`src/rtl/alu.sv`:
```
// alu: registered two's-complement add / subtract / pass-through unit used by
// the CORDIC vectoring stages. One-cycle latency, a new operation every cycle.
//
// Ports
//   clk            rising-edge clock
//   rst            synchronous reset, active-high (clears every output)
//   in_valid       A/B/ALU_operation are valid this cycle
//   ALU_operation  0=ADD, 1=SUB, 2=NOP, 3=reserved (behaves as NOP)
//   A, B           signed operands, WORD_WIDTH bits
//   ALU_out        registered result (wraps modulo 2^WORD_WIDTH)
//   out_valid      ALU_out and the flags carry a new result
//   overflow       signed overflow of the registered result
//   zero           registered result == 0
//   negative       registered result MSB
module alu #(
  parameter int unsigned WORD_WIDTH = 16
) (
  input  logic                  clk,
  input  logic                  rst,
  input  logic                  in_valid,
  input  logic [1:0]            ALU_operation,
  input  logic [WORD_WIDTH-1:0] A,
  input  logic [WORD_WIDTH-1:0] B,
  output logic [WORD_WIDTH-1:0] ALU_out,
  output logic                  out_valid,
  output logic                  overflow,
  output logic                  zero,
  output logic                  negative
);

  localparam int unsigned MSB = WORD_WIDTH - 1;

  typedef enum logic [1:0] {
    OP_ADD = 2'd0,
    OP_SUB = 2'd1,
    OP_NOP = 2'd2,
    OP_RSV = 2'd3
  } alu_op_e;

  alu_op_e               op;
  logic [WORD_WIDTH-1:0] result;
  logic                  result_ovf;

  assign op = alu_op_e'(ALU_operation);

  always_comb begin
    result     = A;
    result_ovf = 1'b0;
    case (op)
      OP_ADD: begin
        result     = A + B;
        // Like-signed operands producing an opposite-signed sum.
        result_ovf = (A[MSB] == B[MSB]) && (result[MSB] != A[MSB]);
      end
      OP_SUB: begin
        result     = A - B;
        // Unlike-signed operands whose difference leaves A's sign.
        result_ovf = (A[MSB] != B[MSB]) && (result[MSB] != A[MSB]);
      end
      default: begin
        result     = A;
        result_ovf = 1'b0;
      end
    endcase
  end

  always_ff @(posedge clk) begin
    if (rst) begin
      ALU_out   <= '0;
      out_valid <= 1'b0;
      overflow  <= 1'b0;
      zero      <= 1'b0;
      negative  <= 1'b0;
    end else begin
      out_valid <= in_valid;
      // Result and flags hold while no operation is presented.
      if (in_valid) begin
        ALU_out  <= result;
        overflow <= result_ovf;
        zero     <= (result == '0);
        negative <= result[MSB];
      end
    end
  end

endmodule

```
`config.mk`:
```
export PLATFORM = sky130hd
export DESIGN_NAME = alu
export DESIGN_NICKNAME = d
export VERILOG_FILES = /design/src/rtl/alu.sv
export SDC_FILE = /design/constraint.sdc
export NUM_CORES = 1
export LEC_CHECK = 0
export ABC_AREA = 1
export BUFFER_PORTS_ARGS = -buffer_cell sky130_fd_sc_hd__buf_2
export CAP_MARGIN = 20
export CELL_PAD_IN_SITES_DETAIL_PLACEMENT = 2
export CELL_PAD_IN_SITES_GLOBAL_PLACEMENT = 2
export CORE_UTILIZATION = 31
export CTS_BUF_LIST = sky130_fd_sc_hd__clkbuf_8
export CTS_CLUSTER_DIAMETER = 120
export DETAILED_ROUTE_END_ITERATION = 10
export HOLD_SLACK_MARGIN = 0.06
export PLACE_DENSITY = 0.95
export REMOVE_ABC_BUFFERS = 1
export SKIP_LAST_GASP = 1
export SLEW_MARGIN = 20
export SYNTH_ARGS = -nofsm -noshare
export SYNTH_HDL_FRONTEND = slang
export SYNTH_SLANG_ARGS = --single-unit
```
`constraint.sdc`:
```
create_clock -name clk -period 4.92 [get_ports clk]
set_input_delay 1.23 -clock clk [delete_from_list [all_inputs] [get_ports clk]]
set_output_delay 1.23 -clock clk [all_outputs]
set_load 0.005 [all_outputs]
```
* After elaboration in Yosys (flattened, before gate mapping)
Index checks and enable logic that the tools add are counted.
Widths: inputs -> output; s select.
** Storage, ports and cells
- Register bits :: 20
- Bits in latches :: 0
- RAM bits :: 0
- ROM bits :: 0
- Input port bits :: 37
- Word-level logic and storage cells :: 18
- Memories :: 0
** Cells by class
- Add/subtract/negate cells :: 2
- $mul :: 0
- Divide/modulo/power cells :: 0
- Magnitude comparators :: 0
- Equality and inequality tests :: 5
- Shift-type cells :: 0
- Multiplexer cells :: 2
- Bitwise operators :: 0
- Reduce and logical (&&, ||, !) cells :: 4
** Operators with widths (number)
- $pmux 16 s2 :: 1
- $add 16x16->16 :: 1
- $logic_not 16->1 :: 1
- $sub 16x16->16 :: 1
- $ne 1x1->1 :: 3
- $eq 2x1->1 const B :: 1
- $logic_and 1x1->1 :: 2
- $logic_not 2->1 :: 1
- $pmux 1 s2 :: 1
- $eq 1x1->1 :: 1

* Depth between registers and ports, before layout
Gate-level depths: netlist (run 1).
- Depth in word-level cells :: 4
- Depth in mapped cells :: 20
- Mapped depth without buffers :: 19

* Worst setup path after synthesis (run 1)
No wires, ideal clock.
- Kind :: input port to flip-flop
- Start point :: input A[0]
- End point :: register zero
- Library setup time :: 70 ps
- Arrival :: 2855 ps
- Data required time :: 4850 ps
- Path slack :: 1995 ps
- Stages on the path :: 18
- Buffers on the path :: 0
- Path through :: inv_1 ha_1 fa_1 inv_1 nand3_1 nand2_2 nand2_1 nand2_1 nand2_1 nand2_1 nand2_1 nand2_1 nor2_1 nor2_2 nand2_1 nor2_1 nand3_1 a21oi_1
** On the way
- Word-level cells in the longest chain between the ends :: 3
** RTL lines
- start: declaration :: line 22 : input logic [WORD_WIDTH-1:0] A,
- $sub 16x16->16 / $add 16x16->16 (equally long branches) :: line 56, 51
- $pmux 16 s2 (*) :: line 49 : case (op)
- $logic_not 16->1 (*) :: line 80 : zero <= (result == '0);
- end signal: assignment :: line 80
- end: declaration :: line 27 : output logic zero,
Mark *: on every way between the ends. The rest lies on a longest branch, timed or not.
A chain may end at the register's enable or synchronous reset.

* Final worst setup path (run 1)
Same ends and word-level chain as after synthesis.

==> qor_table.md, run 1 <==
| Quantity | This run |
|:---|:---|
| Outcome | finished, final reports clean |
| Fmax | 300 MHz |
| Critical path start-end classification | primary input to register |
| Mapped Avg Cell Area | 5.48 µm² |
| Delay-heaviest family, CP | simple AND/OR/NAND/NOR gates |
| Synth unique cells | 32 |
| Std-Cell Rows | 36 |
| Buffers from clock root to sink, at most | 2 |
| Quantity of gates resized following cts | 0 |
| Net switching component of the power | 318 µW |
| Number of buffers added by the clock tree synthesis step | 3 |
| Number of max-cap violations | 0 |
| Yosys warns | 0 |
| Core ar. | 9730 µm² |
| DRT antenna net count | 0 |
| Fraction of final layout cells sized beyond drive strength 1 | 15.8% |
| Vias per cell | 5.09 |
| Router iterations before antenna repair | 4 |
| Clk root buf | sky130_fd_sc_hd__clkbuf_8 |
| Yosys reg bits | 19 |
| First-pass GRT wire length | 21500 µm |
| Clock power frac | 17.4% |
| Starting density of the core | 31.9% |
| Sum Neg Setup Slack | 0 ns |
| Transition time at the pin with the least slew margin | 0.503 ns |
| Final clock skew | 0 ns |
| Wire length after detailed routing | 13500 µm |
| Switching part of the total power | 48.7% |
| Int Pwr | 335 µW |
| Leakage | 2.07 nW |
| Vias post-DR | 3774 |
| Adder-cell area share of the yosys netlist | 13.8% |
| Routed wirelength normalized by instance count | 18.2 µm |
| Post-CTS Hold Fix Bufs | 0 |
| Worst hold-check path type | register to register |
| Clock sink count | 19 |
| Fillers | 1303 |
| CTS clock-pin slew for the worst setup and hold paths | 0.07 ns |
| Part of the power in combinational logic | 56.3% |
| Worst path cell trace | buf_2 -> inv_1 -> ha_1 -> fa_1 -> inv_1 -> nand3_1 -> nand2_2 -> nand2_1 -> nand2_1 -> nand2_1 -> nand2_1 -> nand2_1 -> nand2_1 -> nor2_1 -> nor2_2 -> nand2_1 -> nor2_1 -> nand3_1 -> a21oi_1 |
| ANT cells | 0 |
| Master of the slowest instance on the critical path | sky130_fd_sc_hd__fa_1 |
| Total chip power | 653 µW |
| Vias in the first global route | 4228 |
| Count of input and output buffers | 56 |
| Synthesized-area fraction occupied by ao, oa, aoi and oai cells | 9.08% |
| Relative area change from synthesis to final layout | 11.3% |
| Number of cells produced by synthesis | 566 |
| Peak fanout along the critical path | 4 |
| Pwr Density | 189 nW/µm² |
| GRT Resource Usage Total | 26.8% |
| Basic-gate share of the synthesized area counting and, or, nand and nor cells | 47.1% |
| Minimum setup slack after placement | 1.34 ns |
| Data required time of the critical path | 5.12 ns |
| Total overflow reported by the global router | 0 |
| Peak per-stage delay on the critical path | 0.41 ns |
| TritonCTS clock tree | done |
| Clock network latency to the later pin of the worst-skew pair | 0.26 ns |
| Max transition margin | 66.5% |
| Nature of the critical path endpoint | register |
| Critical path startpoint category | primary input |
| Post-layout nets | 679 |
| Worst setup margin | 1.59 ns |
| Total non-filler cell area in the finished layout | 3450 µm² |
| Most common cell after layout, fill and taps aside | sky130_fd_sc_hd__nand2_1 |
| Largest family of logic cells by synthesized area | simple AND/OR/NAND/NOR gates |
| Final setup violation count | 0 |
| Final hold vios | 0 |
| GPL Wtd Cong | 0.911 |
| Post-CTS setup buffers | 0 |
| Number of top-level design ports | 57 |
| Post-detail-place hpwl | 11600 µm |
| Die outline width | 102 µm |
| Initial antenna violation count | 0 |
| Total DRC errors in the routed layout | 0 |
| Most frequent cell on the critical path | sky130_fd_sc_hd__nand2_1 |
| Mux contribution to synthesized area | 0% |
| Summed instance area of the synthesized netlist | 3100 µm² |
| Arrival time at the worst endpoint | 3.53 ns |
| Setup repair after global routing missed its margin | no |
| Commonest cells after routing, fill and taps aside | sky130_fd_sc_hd__nand2_1 (187), sky130_fd_sc_hd__inv_1 (90), sky130_fd_sc_hd__nor2_1 (61), sky130_fd_sc_hd__nand3_1 (59), sky130_fd_sc_hd__buf_2 (56) |
| Seq pwr share | 26.3% |
| CTS H-tree lvls | 1 |
| Drt first-iter violations | 90 |
| Total buffers and inverters traversed by the critical path | 3 |
| Crit path time final | 3.33 ns |
| Max-slew violation count | 0 |
| Parity-gate share of the synthesized area counting xor and xnor cells | 0.565% |
| Maximum resistive drop on vdd | 0.0000810 V |
| Pin count of the biggest net entering global routing | 31 |
| Placed cell area | 3410 µm² |
| Portion of the post-synthesis area used by sequential elements | 12.3% |
| Total Die Area | 10400 µm² |
| Share of the clock period used by the worst path | 67.7% |
| Die H | 102 µm |
==> worst reg2reg max path: stages (launching register included) <==
cell	delay, ns
sky130_fd_sc_hd__dfxtp_1	0.34
sky130_fd_sc_hd__o211ai_1	0.20
sky130_fd_sc_hd__inv_1	0.09
==> cell type report <==
class	count	area (µm²)	share of cell area (%)
Sequential cell	19	380	11.0
Tap cell	133	166	4.82
Clock buffer	3	41.3	1.20
Clock inverter	1	3.75	0.109
Inverter	103	387	11.2
Multi-Input combinational cell	425	2190	63.3
Timing Repair Buffer	57	288	8.33
==> power groups by stage <==
stage          Clock (mW)  Sequential [mW]  Combinational (mW)
6_report            0.113            0.172               0.368
3_3_place_gp            0            0.174               0.337
2_1_floorplan           0            0.176               0.224
4_1_cts             0.115            0.172               0.369
5_1_grt             0.123            0.173               0.410
3_5_place_dp            0            0.175               0.365
==> sequential cells by signal, summed over array words and instances, names as in the netlist <==
register,cells
overflow,1
zero,1
out_valid,1
ALU_out,16
==> logic make-up (layout without fill, tap and decap cells) <==
logic type                 count (synthesis)  in the layout
DFF                                       19             19
xor gates and xnor gates                   2              2
and+or+nand+nor                          341            341
adders and majority gates                 33             33
AOI/OAI and AO/OA                         49             49
buffers and inverters                    122            164
==> metal layers <==
layer	vias to the layer above	wire length [µm]	share of wire (%)	GRT usage (%)
met1	1842	5780	43	31.8
met4	0	495	3.7	10.1
met5	-	0	0	0
met3	31	451	3.3	2.94
met2	76	6750	50	49.4
li1	1825	-	-	-
==> cells in the mapped netlist (all sizes together) <==
cell type | count | area [µm²]
xor2 | 2 | 17.5
o21bai | 2 | 15.0
nand2 | 194 | 751
nand3 | 60 | 305
buf | 14 | 129
ha | 31 | 388
dfxtp | 19 | 380
nor2 | 73 | 314
o31ai | 1 | 7.51
clkbuf | 5 | 18.8
a21oi | 24 | 124
nand4 | 8 | 50.1
a211oi | 1 | 7.51
inv | 103 | 387
a22oi | 1 | 7.51
nor3 | 3 | 20.0
fa | 2 | 40.0
nand3b | 1 | 7.51
o21ai | 12 | 60.1
and3 | 1 | 6.26
and2 | 1 | 6.26
o211ai | 8 | 60.1
==> stage by stage <==
stage | cells | hold WS (ns) | utilization, %
after global routing | 741 | 0.524 | 35.5
final | 741 | 0.502 | 35.5
after detailed placement | 737 | 0.481 | 35.0
after floorplan | 547 | 0.455 | -
after global placement | 737 | 0.457 | 35.0
after CTS | 741 | 0.507 | 35.5
==> final timing paths <==
| path | slack, ns | to | startpoint | cells past startpoint |
|---|---|---|---|---|
| worst max-delay path | 1.59 | zero | A[0] | 19 |
| worst min-delay path | 0.50 | zero | zero | 2 |
| worst max register to register | 4.17 | ALU_out[7] | ALU_out[7] | 2 |
| worst min register to register | 0.50 | zero | zero | 2 |
Note: power is estimated with default switching activity, not from simulation.
==> run 2, diff against run 1 <==
Settings changed: ABC_AREA 1 to 0, CORE_UTILIZATION 31 to 32, PLACE_DENSITY 0.95 to 0.89.
Clock period 4.92 ns to 3.4 ns, I/O delays scaled along.
==> run 2 against run 1 <==
Clock-buffer cell count unchanged. Non-clock buffer count increased by 23. Setup slack got worse by 1.5 ns. Combinational power rose by 45%. Critical path type unchanged. Register-to-register slack worse by 1.6 ns. Critical path depth decreased by 6. Clock skew unchanged. Clock power increased by 50%. Final area fell by 2.3%. Core utilization up 5.0 points. Die area down 13%. Synthesized cell count decreased by 33%.
==> qor_table.md, run 2 <==
| Quantity | This run | vs previous |
|:---|:---|:---|
| Drt first-iter violations | 110 | +22% |
| Fraction of final layout cells sized beyond drive strength 1 | 25.2% | +9.4 points |
| Worst Hold Margin | 0.445 ns | -0.0568 ns |
| Pwr Density | 282 nW/µm² | +49% |
| Most common cell after layout, fill and taps aside | sky130_fd_sc_hd__buf_2 |  |
| ANT cells | 0 | unchanged |
| Fmax | 306 MHz |  |
| Count of input and output buffers | 56 | unchanged |
| Post-CTS Hold Fix Bufs | 0 | unchanged |
| Top FF cell, synth | sky130_fd_sc_hd__dfxtp_1 |  |
| Most repeated cell in the gate-level netlist after synthesis | sky130_fd_sc_hd__nor2_1 |  |
| Final setup violation count | 0 | unchanged |
| Number of cells produced by synthesis | 377 | -33% |
| Vias per cell | 5.87 | +15% |
| Die H | 95.3 µm | -6.6% |
| Register bank with the most flops | ALU_out |  |
| Setup slack, reg-to-reg | 2.56 ns | -1.61 ns |
| Master of the slowest instance on the critical path | sky130_fd_sc_hd__fa_1 |  |
| Data required time of the critical path | 3.62 ns | -1.50 ns |
| Crit path time final | 3.27 ns |  |
| Pin count of the biggest net entering global routing | 29 | -6.5% |
| Final clock skew | 0 ns | unchanged |
| Area fraction of the dominant cell type after synthesis | 13.9% | -8.7 points |
| Yosys reg bits | 19 | unchanged |
| Worst setup margin | 0.132 ns | -1.46 ns |
| Sum Neg Setup Slack | 0 ns | unchanged |
| Portion of the post-synthesis area used by sequential elements | 13.7% | +1.4 points |
| Arrival time at the worst endpoint | 3.49 ns | -0.04 ns |
| Synth unique cells | 74 | +130% |
| DRT antenna net count | 0 | unchanged |
| Post-synth top area cell | sky130_fd_sc_hd__ha_1 |  |
| Transition time at the pin with the least slew margin | 0.563 ns | +0.0605 ns |
| Post-CTS setup buffers | 0 | unchanged |
| Critical path start-end classification | primary input to register |  |
| Delay-heaviest family, CP | compound AO/OA/AOI/OAI gates |  |
| GRT Resource Usage Total | 26.8% | -0.069 points |
| Peak fanout along the critical path | 3 | -1 |
| Worst hold-check path type | register to register |  |
| Cell types occupying the most area after synthesis | sky130_fd_sc_hd__ha_1 (14%), sky130_fd_sc_hd__dfxtp_1 (14%), sky130_fd_sc_hd__a21oi_1 (5.0%) |  |
| End-of-flow core utilization | 40.5% | +5.0 points |
| Routed wirelength normalized by instance count | 21.6 µm | +19% |
| Nature of the critical path endpoint | register |  |
| Router iterations before antenna repair | 4 | unchanged |
| Die outline width | 95.3 µm | -6.6% |
| Core ar. | 8340 µm² | -14% |
| Leakage | 1.54 nW | -26% |
| Clock network latency to the later pin of the worst-skew pair | 0.27 ns | about the same |
| Initial antenna violation count | 0 | unchanged |
| Std-Cell Rows | 33 | -8.3% |
| Mapped Avg Cell Area | 7.39 µm² | +35% |
| Total overflow reported by the global router | 0 | unchanged |
| Share of the clock period used by the worst path | 96.1% |  |
| Total buffers and inverters traversed by the critical path | 2 | -1 |
| Total Die Area | 9080 µm² | -13% |
| Number of synthesized flops with an enable pin | 0 | unchanged |
| Most instantiated cells after synthesis | sky130_fd_sc_hd__nor2_1 (32), sky130_fd_sc_hd__ha_1 (31), sky130_fd_sc_hd__inv_1 (30), sky130_fd_sc_hd__a21oi_1 (28), sky130_fd_sc_hd__nand2_1 (26) |  |
| FFs w/ async S/R, synth | 0% | unchanged |
| CTS H-tree lvls | 1 | unchanged |
| Final hold vios | 0 | unchanged |
| Minimum setup slack after placement | -0.329 ns | -1.67 ns |
| Total non-filler cell area in the finished layout | 3370 µm² | -2.3% |
| Max-slew violation count | 0 | unchanged |
| Worst path cell trace | buf_2 -> inv_1 -> ha_1 -> fa_1 -> nor2b_2 -> o211ai_1 -> a21o_1 -> nand4_1 -> nor3b_4 -> o2111ai_1 -> nor4b_2 -> o211a_1 -> a31o_1 |  |
| Max transition margin | 62.2% | -4.2 points |
| TritonCTS clock tree | done |  |
| Vias in the first global route | 3484 | -18% |
| Peak per-stage delay on the critical path | 0.40 ns | about the same |
| Relative area change from synthesis to final layout | 21.1% |  |
| Starting density of the core | 33.4% | +1.5 points |
| Total DRC errors in the routed layout | 0 | unchanged |
| CTS clock-pin slew for the worst setup and hold paths | 0.08 ns | about the same |
| Clk root buf | sky130_fd_sc_hd__clkbuf_8 |  |
| Post-detail-place hpwl | 9190 µm | -21% |
| Outcome | finished, final reports clean |  |
| First-pass GRT wire length | 18300 µm | -15% |
| Number of max-cap violations | 0 | unchanged |
| Post-layout nets | 508 | -25% |
| Wire length after detailed routing | 11700 µm | -13% |
| Buffers from clock root to sink, at most | 2 | unchanged |
| Flip-flop count of the largest register, all copies and words added | 16 | unchanged |
| Commonest cells after routing, fill and taps aside | sky130_fd_sc_hd__buf_2 (56), sky130_fd_sc_hd__nor2_1 (32), sky130_fd_sc_hd__inv_1 (31), sky130_fd_sc_hd__ha_1 (31), sky130_fd_sc_hd__a21oi_1 (27) |  |
| Number of buffers added by the clock tree synthesis step | 3 | unchanged |
| Number of top-level design ports | 57 | unchanged |
| Yosys warns | 0 | unchanged |
| Critical path startpoint category | primary input |  |
| Clock sink count | 19 | unchanged |
| Summed instance area of the synthesized netlist | 2790 µm² | -10% |
| GPL Wtd Cong | 0.889 | -2.3% |
| Maximum resistive drop on vdd | 0.000136 V | +68% |
| Vias post-DR | 3183 | -16% |
| Placed cell area | 3280 µm² | -3.7% |
run 2: cell types whose count changed in the layout (fill, tap and decap cells not counted), moves of 6 or more:
| cell | previous run | this run |
|---|---|---|
| sky130_fd_sc_hd__a211oi_1 | 1 | 9 |
| sky130_fd_sc_hd__buf_4 | 1 | 23 |
| sky130_fd_sc_hd__inv_1 | 90 | 31 |
| sky130_fd_sc_hd__inv_2 | 14 | 1 |
| sky130_fd_sc_hd__mux2i_1 | 0 | 11 |
| sky130_fd_sc_hd__nand2_1 | 187 | 26 |
| sky130_fd_sc_hd__nand2_2 | 6 | 0 |
| sky130_fd_sc_hd__nand2b_1 | 0 | 12 |
| sky130_fd_sc_hd__nand3_1 | 59 | 13 |
| sky130_fd_sc_hd__nor2_1 | 61 | 32 |
| sky130_fd_sc_hd__nor2_2 | 10 | 0 |
| sky130_fd_sc_hd__nor2b_1 | 0 | 7 |
| sky130_fd_sc_hd__nor3_1 | 2 | 9 |
| sky130_fd_sc_hd__xnor2_1 | 0 | 8 |
run 2: path summary, 6_finish.rpt:
path               startpoint           to  depth (start not counted)
setup / recovery         A[0]         zero                         13
hold / removal       overflow     overflow                          2
setup reg to reg  ALU_out[14]  ALU_out[14]                          2
hold reg to reg      overflow     overflow                          2
run 2: power breakdown:
group          leakage, nW  internal [mW]  switching, mW  total, mW
combinational         1.35          0.213          0.320      0.533
sequential           0.157          0.240         0.0103      0.250
clock               0.0269         0.0810         0.0885      0.169
total                 1.54          0.534          0.419      0.953
run 2: final cells by class:
cell class | count | area [µm²]
multi-input cells | 302 | 2220
flip-flops and latches | 19 | 380
clock inverters | 1 | 3.75
clock buffers | 3 | 41.3
inverters | 32 | 120
well taps | 105 | 131
repair buffers | 80 | 473
fillers | 1008 | 4970
run 2: timing repair:
action                                  CTS  global route
cloned                                    0             0
endpoints found under the setup margin    2             2
resized for setup                         2             8
run 2: logic make-up after synthesis:
| family | synth area share, % |
|---|---|
| and+or+nand+nor | 25.3 |
| AOI/OAI and AO/OA | 29.5 |
| buffers and inverters | 8.26 |
| adders and majority gates | 15.4 |
| DFF | 13.7 |
| muxes | 4.76 |
| xor gates and xnor gates | 3.14 |
run 2: through the flow:
stage	power, mW	cells
after floorplan	0.546	353
final	0.953	542
after global routing	1.01	542
after global placement	0.728	538
after CTS	0.940	542
after detailed placement	0.761	538
run 2: per-layer routing:
layer,up-vias,share of wire [%],global-route usage [%]
met5,-,0,0
met4,0,4.5,13.0
met3,30,2.7,2.39
met2,77,51,48.6
met1,1584,42,31.2
li1,1492,-,-
run 2: tightest hold or removal path: cells and delay by family, from the launching register on:
family	cells	cell delay [ns]
flops	1	0.31
simple gates	2	0.09
